--- src/rtl/led_ctrl_pkg.sv ---
// led_ctrl_pkg: shared types and field layout for the led_ctrl LED driver.
//   - mode_e      : channel mode encoding (OFF, ON, PWM, BLINK, BREATHE)
//   - CFG_* / *_LSB / *_W : bit layout of cfg_wdata / cfg_rdata
//   - chan_cfg_t  : per-channel configuration {mode, level, period}
//   - cfg_unpack / cfg_pack : convert between the bus word and chan_cfg_t
package led_ctrl_pkg;

    typedef enum logic [2:0] {
        MODE_OFF     = 3'd0,
        MODE_ON      = 3'd1,
        MODE_PWM     = 3'd2,
        MODE_BLINK   = 3'd3,
        MODE_BREATHE = 3'd4
    } mode_e;

    localparam int CFG_W      = 24;
    localparam int MODE_LSB   = 0;
    localparam int MODE_W     = 3;
    localparam int LEVEL_LSB  = 8;
    localparam int LEVEL_W    = 8;
    localparam int PERIOD_LSB = 16;
    localparam int PERIOD_W   = 8;

    // mode is kept as raw bits so the reserved codes 5..7 survive readback
    typedef struct packed {
        logic [MODE_W-1:0]   mode;
        logic [LEVEL_W-1:0]  level;
        logic [PERIOD_W-1:0] period;
    } chan_cfg_t;

    function automatic chan_cfg_t cfg_unpack(input logic [CFG_W-1:0] word);
        chan_cfg_t c;
        c.mode   = word[MODE_LSB +: MODE_W];
        c.level  = word[LEVEL_LSB +: LEVEL_W];
        c.period = word[PERIOD_LSB +: PERIOD_W];
        return c;
    endfunction

    // Unused bus bits read back as 0.
    function automatic logic [CFG_W-1:0] cfg_pack(input chan_cfg_t c);
        logic [CFG_W-1:0] word;
        word = '0;
        word[MODE_LSB +: MODE_W]     = c.mode;
        word[LEVEL_LSB +: LEVEL_W]   = c.level;
        word[PERIOD_LSB +: PERIOD_W] = c.period;
        return word;
    endfunction

endpackage

--- src/rtl/led_ctrl_chan.sv ---
// led_ctrl_chan: one LED channel. Holds its configuration, the blink /
// breathe state and produces the internal on/off value (raw).
// Optional breathe mode is compiled in with `define LED_CTRL_BREATHE_EN.
// Ports:
//   clk, rst    : clock, asynchronous active-high reset
//   we          : write strobe for this channel (address already decoded)
//   wcfg        : new configuration taken when we=1
//   frame_tick  : one-cycle pulse per PWM frame
//   pwm_cnt     : shared PWM counter
//   cfg         : current configuration (for readback)
//   raw         : internal LED state, 1 = lit
module led_ctrl_chan
    import led_ctrl_pkg::*;
#(
    parameter int PWM_BITS = 8
) (
    input  logic                clk,
    input  logic                rst,
    input  logic                we,
    input  chan_cfg_t           wcfg,
    input  logic                frame_tick,
    input  logic [PWM_BITS-1:0] pwm_cnt,
    output chan_cfg_t           cfg,
    output logic                raw
);

    chan_cfg_t           cfg_reg;
    logic [PERIOD_W-1:0] div_reg;    // frames counted since the last period hit
    logic                phase_reg;  // blink phase
    logic                div_hit;

    // Blink and breathe share one frame divider; they are never active together.
    assign div_hit = frame_tick && (div_reg == cfg_reg.period);

    // A write restarts all time-based state, even if a frame tick lands in
    // the same cycle.
    always_ff @(posedge clk or posedge rst) begin
        if (rst) begin
            cfg_reg   <= '0;
            div_reg   <= '0;
            phase_reg <= 1'b0;
        end else if (we) begin
            cfg_reg   <= wcfg;
            div_reg   <= '0;
            phase_reg <= 1'b0;
        end else if (frame_tick) begin
            if (div_hit) begin
                div_reg   <= '0;
                phase_reg <= ~phase_reg;
            end else begin
                div_reg <= div_reg + 1'b1;
            end
        end
    end

`ifdef LED_CTRL_BREATHE_EN
    localparam logic [PWM_BITS-1:0] DUTY_MAX = '1;

    logic [PWM_BITS-1:0] duty_reg;
    logic                down_reg;

    // Triangle ramp 0..max..0; each endpoint is visited for exactly one step.
    always_ff @(posedge clk or posedge rst) begin
        if (rst) begin
            duty_reg <= '0;
            down_reg <= 1'b0;
        end else if (we) begin
            duty_reg <= '0;
            down_reg <= 1'b0;
        end else if (div_hit) begin
            if (!down_reg) begin
                if (duty_reg == DUTY_MAX) begin
                    down_reg <= 1'b1;
                    duty_reg <= duty_reg - 1'b1;
                end else begin
                    duty_reg <= duty_reg + 1'b1;
                end
            end else begin
                if (duty_reg == '0) begin
                    down_reg <= 1'b0;
                    duty_reg <= duty_reg + 1'b1;
                end else begin
                    duty_reg <= duty_reg - 1'b1;
                end
            end
        end
    end
`endif

    always_comb begin
        raw = 1'b0;
        case (cfg_reg.mode)
            MODE_ON:      raw = 1'b1;
            MODE_PWM:     raw = (pwm_cnt < cfg_reg.level[PWM_BITS-1:0]);
            MODE_BLINK:   raw = phase_reg;
`ifdef LED_CTRL_BREATHE_EN
            MODE_BREATHE: raw = (pwm_cnt < duty_reg);
`endif
            default:      raw = 1'b0;
        endcase
    end

    assign cfg = cfg_reg;

endmodule

--- src/rtl/led_ctrl.sv ---
// led_ctrl: multi-channel LED driver (off / on / PWM dim / blink, optional
// breathe when compiled with `define LED_CTRL_BREATHE_EN).
// Keeps the prescaler, PWM counter, address decode, readback and pin polarity;
// per-channel state lives in led_ctrl_chan.
// Ports:
//   clk, rst    : clock, asynchronous active-high reset
//   cfg_we      : write strobe (one cycle per write)
//   cfg_re      : read strobe
//   cfg_addr    : channel index; indices >= NUM_LEDS are ignored / read 0
//   cfg_wdata   : [2:0] mode, [15:8] level, [23:16] period
//   cfg_rdata   : registered readback, same layout, unused bits 0
//   frame_tick  : one-cycle pulse when the PWM counter wraps to 0
//   led         : physical LED pins, inverted when ACTIVE_LOW=1
module led_ctrl
    import led_ctrl_pkg::*;
#(
    parameter int NUM_LEDS   = 3,
    parameter int PWM_BITS   = 8,
    parameter int PRESCALE   = 520,
    parameter int ACTIVE_LOW = 1
) (
    input  logic                clk,
    input  logic                rst,
    input  logic                cfg_we,
    input  logic                cfg_re,
    input  logic [3:0]          cfg_addr,
    input  logic [CFG_W-1:0]    cfg_wdata,
    output logic [CFG_W-1:0]    cfg_rdata,
    output logic                frame_tick,
    output logic [NUM_LEDS-1:0] led
);

    localparam int                  PRE_W    = $clog2(PRESCALE);
    localparam logic [PRE_W-1:0]    PRE_LAST = PRE_W'(PRESCALE - 1);
    localparam logic [NUM_LEDS-1:0] POL_MASK = {NUM_LEDS{ACTIVE_LOW != 0}};

    logic [PRE_W-1:0]    presc_reg;
    logic [PWM_BITS-1:0] pwm_reg;
    logic                frame_tick_reg;
    logic [CFG_W-1:0]    cfg_rdata_reg;
    logic [NUM_LEDS-1:0] led_reg;

    logic                step;
    chan_cfg_t           wcfg;
    chan_cfg_t           cfg_arr [NUM_LEDS];
    logic [NUM_LEDS-1:0] we_vec;
    logic [NUM_LEDS-1:0] raw_vec;
    logic [CFG_W-1:0]    rd_sel;

    assign step = (presc_reg == PRE_LAST);
    assign wcfg = cfg_unpack(cfg_wdata);

    // Out-of-range addresses match no channel, so writes to them have no effect.
    generate
        for (genvar gi = 0; gi < NUM_LEDS; gi++) begin : g_chan
            assign we_vec[gi] = cfg_we && (cfg_addr == 4'(gi));

            led_ctrl_chan #(
                .PWM_BITS (PWM_BITS)
            ) u_chan (
                .clk        (clk),
                .rst        (rst),
                .we         (we_vec[gi]),
                .wcfg       (wcfg),
                .frame_tick (frame_tick_reg),
                .pwm_cnt    (pwm_reg),
                .cfg        (cfg_arr[gi]),
                .raw        (raw_vec[gi])
            );
        end
    endgenerate

    // Readback samples the current (pre-write) registers of the channel.
    always_comb begin
        rd_sel = '0;
        for (int i = 0; i < NUM_LEDS; i++) begin
            if (cfg_addr == 4'(i)) begin
                rd_sel = cfg_pack(cfg_arr[i]);
            end
        end
    end

    always_ff @(posedge clk or posedge rst) begin
        if (rst) begin
            presc_reg      <= '0;
            pwm_reg        <= '0;
            frame_tick_reg <= 1'b0;
            cfg_rdata_reg  <= '0;
            led_reg        <= POL_MASK;
        end else begin
            presc_reg      <= step ? '0 : presc_reg + 1'b1;
            if (step) begin
                pwm_reg <= pwm_reg + 1'b1;
            end
            // High while pwm_reg sits at 0 right after the wrap.
            frame_tick_reg <= step && (pwm_reg == '1);
            led_reg        <= raw_vec ^ POL_MASK;
            if (cfg_re) begin
                cfg_rdata_reg <= rd_sel;
            end
        end
    end

    assign cfg_rdata  = cfg_rdata_reg;
    assign frame_tick = frame_tick_reg;
    assign led        = led_reg;

endmodule

--- config.mk ---
export PLATFORM = sky130hd
export DESIGN_NAME = led_ctrl
export DESIGN_NICKNAME = d
export VERILOG_FILES = /design/src/rtl/led_ctrl_pkg.sv /design/src/rtl/led_ctrl_chan.sv /design/src/rtl/led_ctrl.sv
export SDC_FILE = /design/constraint.sdc
export NUM_CORES = 1
export LEC_CHECK = 0
export ABC_AREA = 1
export BUFFER_PORTS_ARGS = -buffer_cell sky130_fd_sc_hd__buf_2
export CORE_MARGIN = 1
export CORE_UTILIZATION = 36
export DETAILED_ROUTE_END_ITERATION = 7
export GPL_ROUTABILITY_DRIVEN = 0
export GPL_TIMING_DRIVEN = 0
export MAX_ROUTING_LAYER = met4
export SETUP_SLACK_MARGIN = 0.5
export SYNTH_ARGS = -nofsm -noshare
export SYNTH_HDL_FRONTEND = slang
export SYNTH_HIERARCHICAL = 1
export SYNTH_SLANG_ARGS = --single-unit
--- constraint.sdc ---
create_clock -name clk -period 1.55 [get_ports clk]
set_clock_uncertainty 0.05 [all_clocks]
set_input_delay 0.2325 -clock clk [delete_from_list [all_inputs] [get_ports clk]]
set_output_delay 0.2325 -clock clk [all_outputs]
set_load 0.02 [all_outputs]
==> results.toml, run 1 <==
[detailed_routing]
first_iter_violations = 383
wire_per_inst_um = 16.0
via_count = 6690
ant_nets = 0
vias_per_cell = 4.94
drc = 0
drt-total-wl_um = 21700
drt-pass1-iter-count = 5

[placed_design]
pre_cts_slack_ps = -297
dp_hpwl_um = 15300
io_buffer_count = 48

[yosys]
syn_inst = 925
async_reset_ff_share_pct = 100
synth-edff-count = 0
yosysSeqAreaShare_pct = 43.4
ys_ff_latch = 125
syn_avg_cell_area_sq_um = 7.81
ys.flop_type = "dfrtp_1"
synth_cell_type_count = 35
syn_area_sq_um = 7220
ys_warn_count = 6

[timing]
finalCritPeriodShare_pct = 93.9
period_needed_ps = 1460
fin_hold_ws_ps = -52.8
setup_viol = 0
rsz0062_at_grt = "yes"
setup_tns_ps = 0
slew_viol_final = 0
clock.fmax_mhz = 687
worstMarginPinSlew_ps = 963
setup_ws_ps = 93.9
finalHoldViolCount = 84
relSlewSlack_pct = 35.7

[global_route]
grt_antenna_before_repair = 0
grt_max_degree = 42
grt_pass1_wl_um = 33600
gr-total-overflow = 0
grt_usage_pct = 22.3
first_global_vias = 6356

[finish]
nFillCells = 1836
fin_nets = 1135
area.growth.synth_to_final_pct = 38.9
diodes = 0
drive_above_1_share_pct = 36.2
largest_reg_flops = 57

[power]
powerDensity_nw_per_um2 = 1060
power.leakage_nw = 4.71
ir_drop_mv = 0.816

[worst_setup_path]
critPathTopFamily = "simple AND/OR/NAND/NOR gates"
cp_num_buf_inv = 2
slowest_stage = "dfrtp_2"
cp_max_fo = 5
crit_end = "g_chan[0].u_chan/div_reg[6]"
path_class = "flip-flop to flip-flop"
startpoint = "g_chan[0].u_chan/div_reg[0]"
critPathArrivalTime_ps = 1720
cp_num_cells = 9
r2r-end = "g_chan[0].u_chan/div_reg[6]"
endpoint_kind = "flip-flop"
setup.worst_path.start_class = "flip-flop"
r2r_start = "g_chan[0].u_chan/div_reg[0]"
path_cells = "buf_6 -> inv_4 -> nand2_2 -> nand2_2 -> nand2_2 -> a21oi_4 -> nand2_2 -> nand2_4 -> nor2_2"
slowest_delay_ps = 450
r2r_cells = 9
r2r_slack_ps = 90
crit_top_cell = "nand2_2"
critPathRequiredTime_ps = 1810

[floorplanning]
io_pins = 60
initial_core_util_pct = 36.9
design.core.area_sq_um = 19600
design.die.area_sq_um = 20600
rows = 51
die-height_um = 144
die_w_um = 144

[clock_network]
max-clock-path-buffers = 2
holdBufCountCts = 0
root_buffer = "clkbuf_16"
insertion_delay_ps = 420
cts_sinks = 125
htreeDepth = 4
cts_tree = "done"
cts_made_buffers = 17
cts.reportedPaths.clkPinSlew_ps = 60

[min_path]
hold_path.class = "input port to async pin"

[outcome]
status = "finished, violations left"
violations = "hold timing"

[job]
cap_violations = 0
worst register-to-register path, delay by kind of cell, from the launching register on:
kind,cells,cell delay (ps)
AND/OR/NAND/NOR,6,500
buffers and inverters,2,190
flip-flops,1,450
AO/OA/AOI/OAI,1,160
cell families after synthesis:
family,share of synthesized area (%)
buf+inv,10.0
simple gates,31.8
xor+xnor,2.53
other cells,0.0519
flops,43.4
fa+ha+maj,4.50
compound gates,7.78
worst min path at each step:
| stage | end | slack, ps | cells past startpoint |
|---|---|---|---|
| floorplan | cfg_rdata[0] | 170 | 1 |
| global placement | presc_reg[0] | 410 | 1 |
| detailed placement | presc_reg[0] | 440 | 1 |
| CTS | g_chan[2].u_chan/cfg[12] | 30 | 3 |
| global route | g_chan[2].u_chan/phase_reg | -3 | 2 |
| finish | g_chan[2].u_chan/phase_reg | -50 | 2 |
layer usage:
layer	GRT usage [%]	vias up	wire, um
li1	-	3296	-
met1	28.9	3216	9680
met2	35.3	148	10700
met3	4.23	30	988
met4	6.89	0	384
met5	-	-	0
where the power goes:
part	switching (mW)	internal (mW)	total, mW
Combinational	1.14	0.773	1.92
Sequential	0.414	3.70	4.12
Clock	1.53	3.05	4.58
through the flow:
step | util, % | cell area (sq um) | std cells | power, mW
5_1_grt | 51.2 | 10000 | 1355 | 11.1
3_5_place_dp | 40.8 | 7990 | 1242 | 5.67
2_1_floorplan | - | 7410 | 929 | 5.11
6_report | 51.2 | 10000 | 1355 | 10.6
3_3_place_gp | 40.8 | 7990 | 1242 | 5.62
4_1_cts | 48.2 | 9440 | 1327 | 10.5
cell usage in the layout, fill, tap and decap left out, types with 7 or more instances in the layout:
cell type | synthesis | routed
o21ai_0 | 54 | 38
inv_2 | 14 | 17
a21oi_2 | 3 | 8
nand2_2 | 10 | 35
nor3_1 | 13 | 8
ha_4 | 0 | 9
a41oi_1 | 19 | 19
nand2_4 | 3 | 14
nand4_1 | 41 | 41
xor2_1 | 14 | 13
nand2_1 | 263 | 227
nand3_2 | 5 | 14
dfrtp_2 | 0 | 13
buf_2 | 10 | 30
buf_4 | 9 | 70
dfrtp_1 | 122 | 108
inv_1 | 101 | 91
clkbuf_1 | 16 | 7
nor2_2 | 31 | 34
ha_1 | 26 | 16
nor2_4 | 7 | 18
nor2_1 | 50 | 36
o21ai_1 | 6 | 18
buf_6 | 7 | 55
clkbuf_16 | 0 | 20
inv_4 | 3 | 9
nand3_1 | 71 | 60
synth_stat cells (5+ instances only):
cell type	count	share of area [%]
nand2_1	263	14
dfrtp_1	122	42
inv_1	101	5.2
nand3_1	71	4.9
o21ai_0	54	3.7
nor2_1	50	2.6
nand4_1	41	3.6
nor2_2	31	2.7
ha_1	26	4.5
a41oi_1	19	2.3
clkbuf_1	16	0.83
inv_2	14	0.73
xor2_1	14	1.7
nor3_1	13	0.90
buf_2	10	0.69
nand2_2	10	0.87
buf_4	9	0.94
a21oi_1	7	0.49
buf_6	7	1.1
nor2_4	7	1.1
o21ai_1	6	0.42
nand3_2	5	0.69
xnor2_1	5	0.61
layout make-up:
class / count / area (sq um) / share of cell area, %
inverter: 122 / 500 / 4.99
buffer: 42 / 407 / 4.05
tap: 265 / 332 / 3.31
timing repair buffer: 129 / 1090 / 10.8
clock inverter: 12 / 216 / 2.16
multi-input combinational: 640 / 3890 / 38.8
sequential: 125 / 3150 / 31.4
clock buffer: 20 / 447 / 4.45
repair_timing:
action	4_1_cts	5_1_grt
gates resized for setup	111	118
pin swaps	28	55
cloned	0	1
buffers inserted	53	27
setup endpoints to repair	127	208
No activity file was read; power rests on OpenSTA's default activity.
==> inputs of run 2 (changes only) <==
--- a/config.mk
+++ b/config.mk
@@ -11,7 +11,6 @@
 export CORE_UTILIZATION = 36
 export DETAILED_ROUTE_END_ITERATION = 7
 export GPL_ROUTABILITY_DRIVEN = 0
-export GPL_TIMING_DRIVEN = 0
 export MAX_ROUTING_LAYER = met4
 export SETUP_SLACK_MARGIN = 0.5
 export SYNTH_ARGS = -nofsm -noshare
==> run 2 against run 1 <==
The run now ends clean. Setup slack got worse by 11 ps. Die area did not move. Core utilization fell by 0.72 points. Routed wire length fell by 4.7%. Final cell count fell by 0.96%. Design area fell by 1.4%. Via count fell by 1.8%. Critical path depth fell by 8. Sequential cell count did not move. Sequential power fell by 1%. Power fell by 1.5%. Global-route usage fell by 1.1 points. Highest routed layer unchanged.
==> results.toml, run 2 (synthesized netlist as in run 1, its figures left out) <==
[worst_setup_path]
critPathArrivalTime_ps = 1180
critPathRequiredTime_ps = 1270
cp_num_buf_inv = 1
slowest_delay_ps = 560
slowest_stage = "dfrtp_4"
path_class = "flip-flop to output port"
cp_max_fo = 6
path_cells = "buf_4"
endpoint_kind = "output port"
setup.worst_path.start_class = "flip-flop"
critPathTopFamily = "flip-flops"

[power]
power_mw = 10.5
powerDensity_nw_per_um2 = 1060
power.leakage_nw = 4.53
ir_drop_mv = 0.821

[detailed_routing]
drt-total-wl_um = 20700
wire_per_inst_um = 15.4
ant_nets = 0
drt-pass1-iter-count = 5
drc = 0
vias_per_cell = 4.90
via_count = 6572
first_iter_violations = 412

[timing]
rsz0062_at_grt = "yes"
setup_ws_ps = 83.2
period_needed_ps = 1470
finalCritPeriodShare_pct = 94.6
slew_viol_final = 0
setup_viol = 0
clock.fmax_mhz = 682
finalHoldViolCount = 0

[clock_network]
max-clock-path-buffers = 2
cts_sinks = 125
root_buffer = "clkbuf_16"
htreeDepth = 4
insertion_delay_ps = 430
cts_tree = "done"
cts.reportedPaths.clkPinSlew_ps = 60
cts_made_buffers = 17

[finish]
layout_commonest_cell = "nand2_1"
area.growth.synth_to_final_pct = 36.9
diodes = 0
most-common-layout-cells = "nand2_1 (237), dfrtp_1 (108), inv_1 (84)"
largest_reg_flops = 57
drive_above_1_share_pct = 35.6
fin_nets = 1122

[global_route]
gr-total-overflow = 0
grt_antenna_before_repair = 0
grt_usage_pct = 21.3
grt_max_degree = 43
grt_pass1_wl_um = 31800
first_global_vias = 6190

[floorplanning]
die_w_um = 144
design.die.area_sq_um = 20600
io_pins = 60
rows = 51
initial_core_util_pct = 36.9
die-height_um = 144
design.core.area_sq_um = 19600

[placed_design]
pre_cts_slack_ps = -86.9
io_buffer_count = 49
dp_hpwl_um = 14000

[min_path]
hold_path.class = "input port to flip-flop"

[job]
cap_violations = 0

[outcome]
status = "finished, final reports clean"
## run 2: path summary, 6_finish.rpt
| check | start | endpoint | slack [ps] | cells past startpoint |
|---|---|---|---|---|
| min in group asynchronous | rst | frame_tick | 330 | 3 |
| worst min register to register | presc_reg[8] | presc_reg[8] | 480 | 2 |
| worst min-delay path | cfg_wdata[13] | g_chan[1].u_chan/cfg[13] | 20 | 3 |
| max in group asynchronous | rst | led[1] | 590 | 4 |
| worst max register to register | frame_tick | g_chan[2].u_chan/div_reg[4] | 90 | 8 |
| worst max-delay path | frame_tick | frame_tick | 80 | 1 |
## run 2: layout make-up
class / instances / area, sq um
fill: 1830 / 9700
multi-input combinational: 641 / 3880
sequential: 125 / 3150
timing repair buffer: 157 / 1380
inverter: 122 / 483
clock buffer: 19 / 453
tap: 265 / 332
clock inverter: 13 / 211
## run 2: power by group
part           switching [mW]  internal, mW
registers               0.369          3.70
clock network            1.58          2.95
logic                    1.10         0.755
total                    3.05          7.40
## run 2: layer usage
layer	share of wire [%]	up-vias	track usage, %
li1	-	3269	-
met1	46	3140	27.1
met4	1.7	0	7.11
met5	0	-	-
met2	49	130	33.6
met3	3.7	33	4.37
## run 2: repair_timing
| action | 4_1_cts | 5_1_grt |
|---|---|---|
| hold buffers | 5 | 0 |
| buffers inserted | 36 | 25 |
| gates cloned | 1 | 0 |
| pin swaps | 38 | 55 |
| hold endpoints to repair | 78 | 0 |
| gates resized for setup | 93 | 87 |
| endpoints found under the setup margin | 78 | 98 |
## run 2: stage by stage
stage,util (%),hold WS [ps],TNS (ps),area (sq um),instances
finish,50.5,17.7,0,9890,1342
global route,50.5,8.26,0,9890,1342
CTS,47.9,1.94,0,9390,1317
detailed placement,41.3,191,-381,8090,1243
global placement,41.3,180,-280,8090,1243
floorplan,-,167,0,7410,929
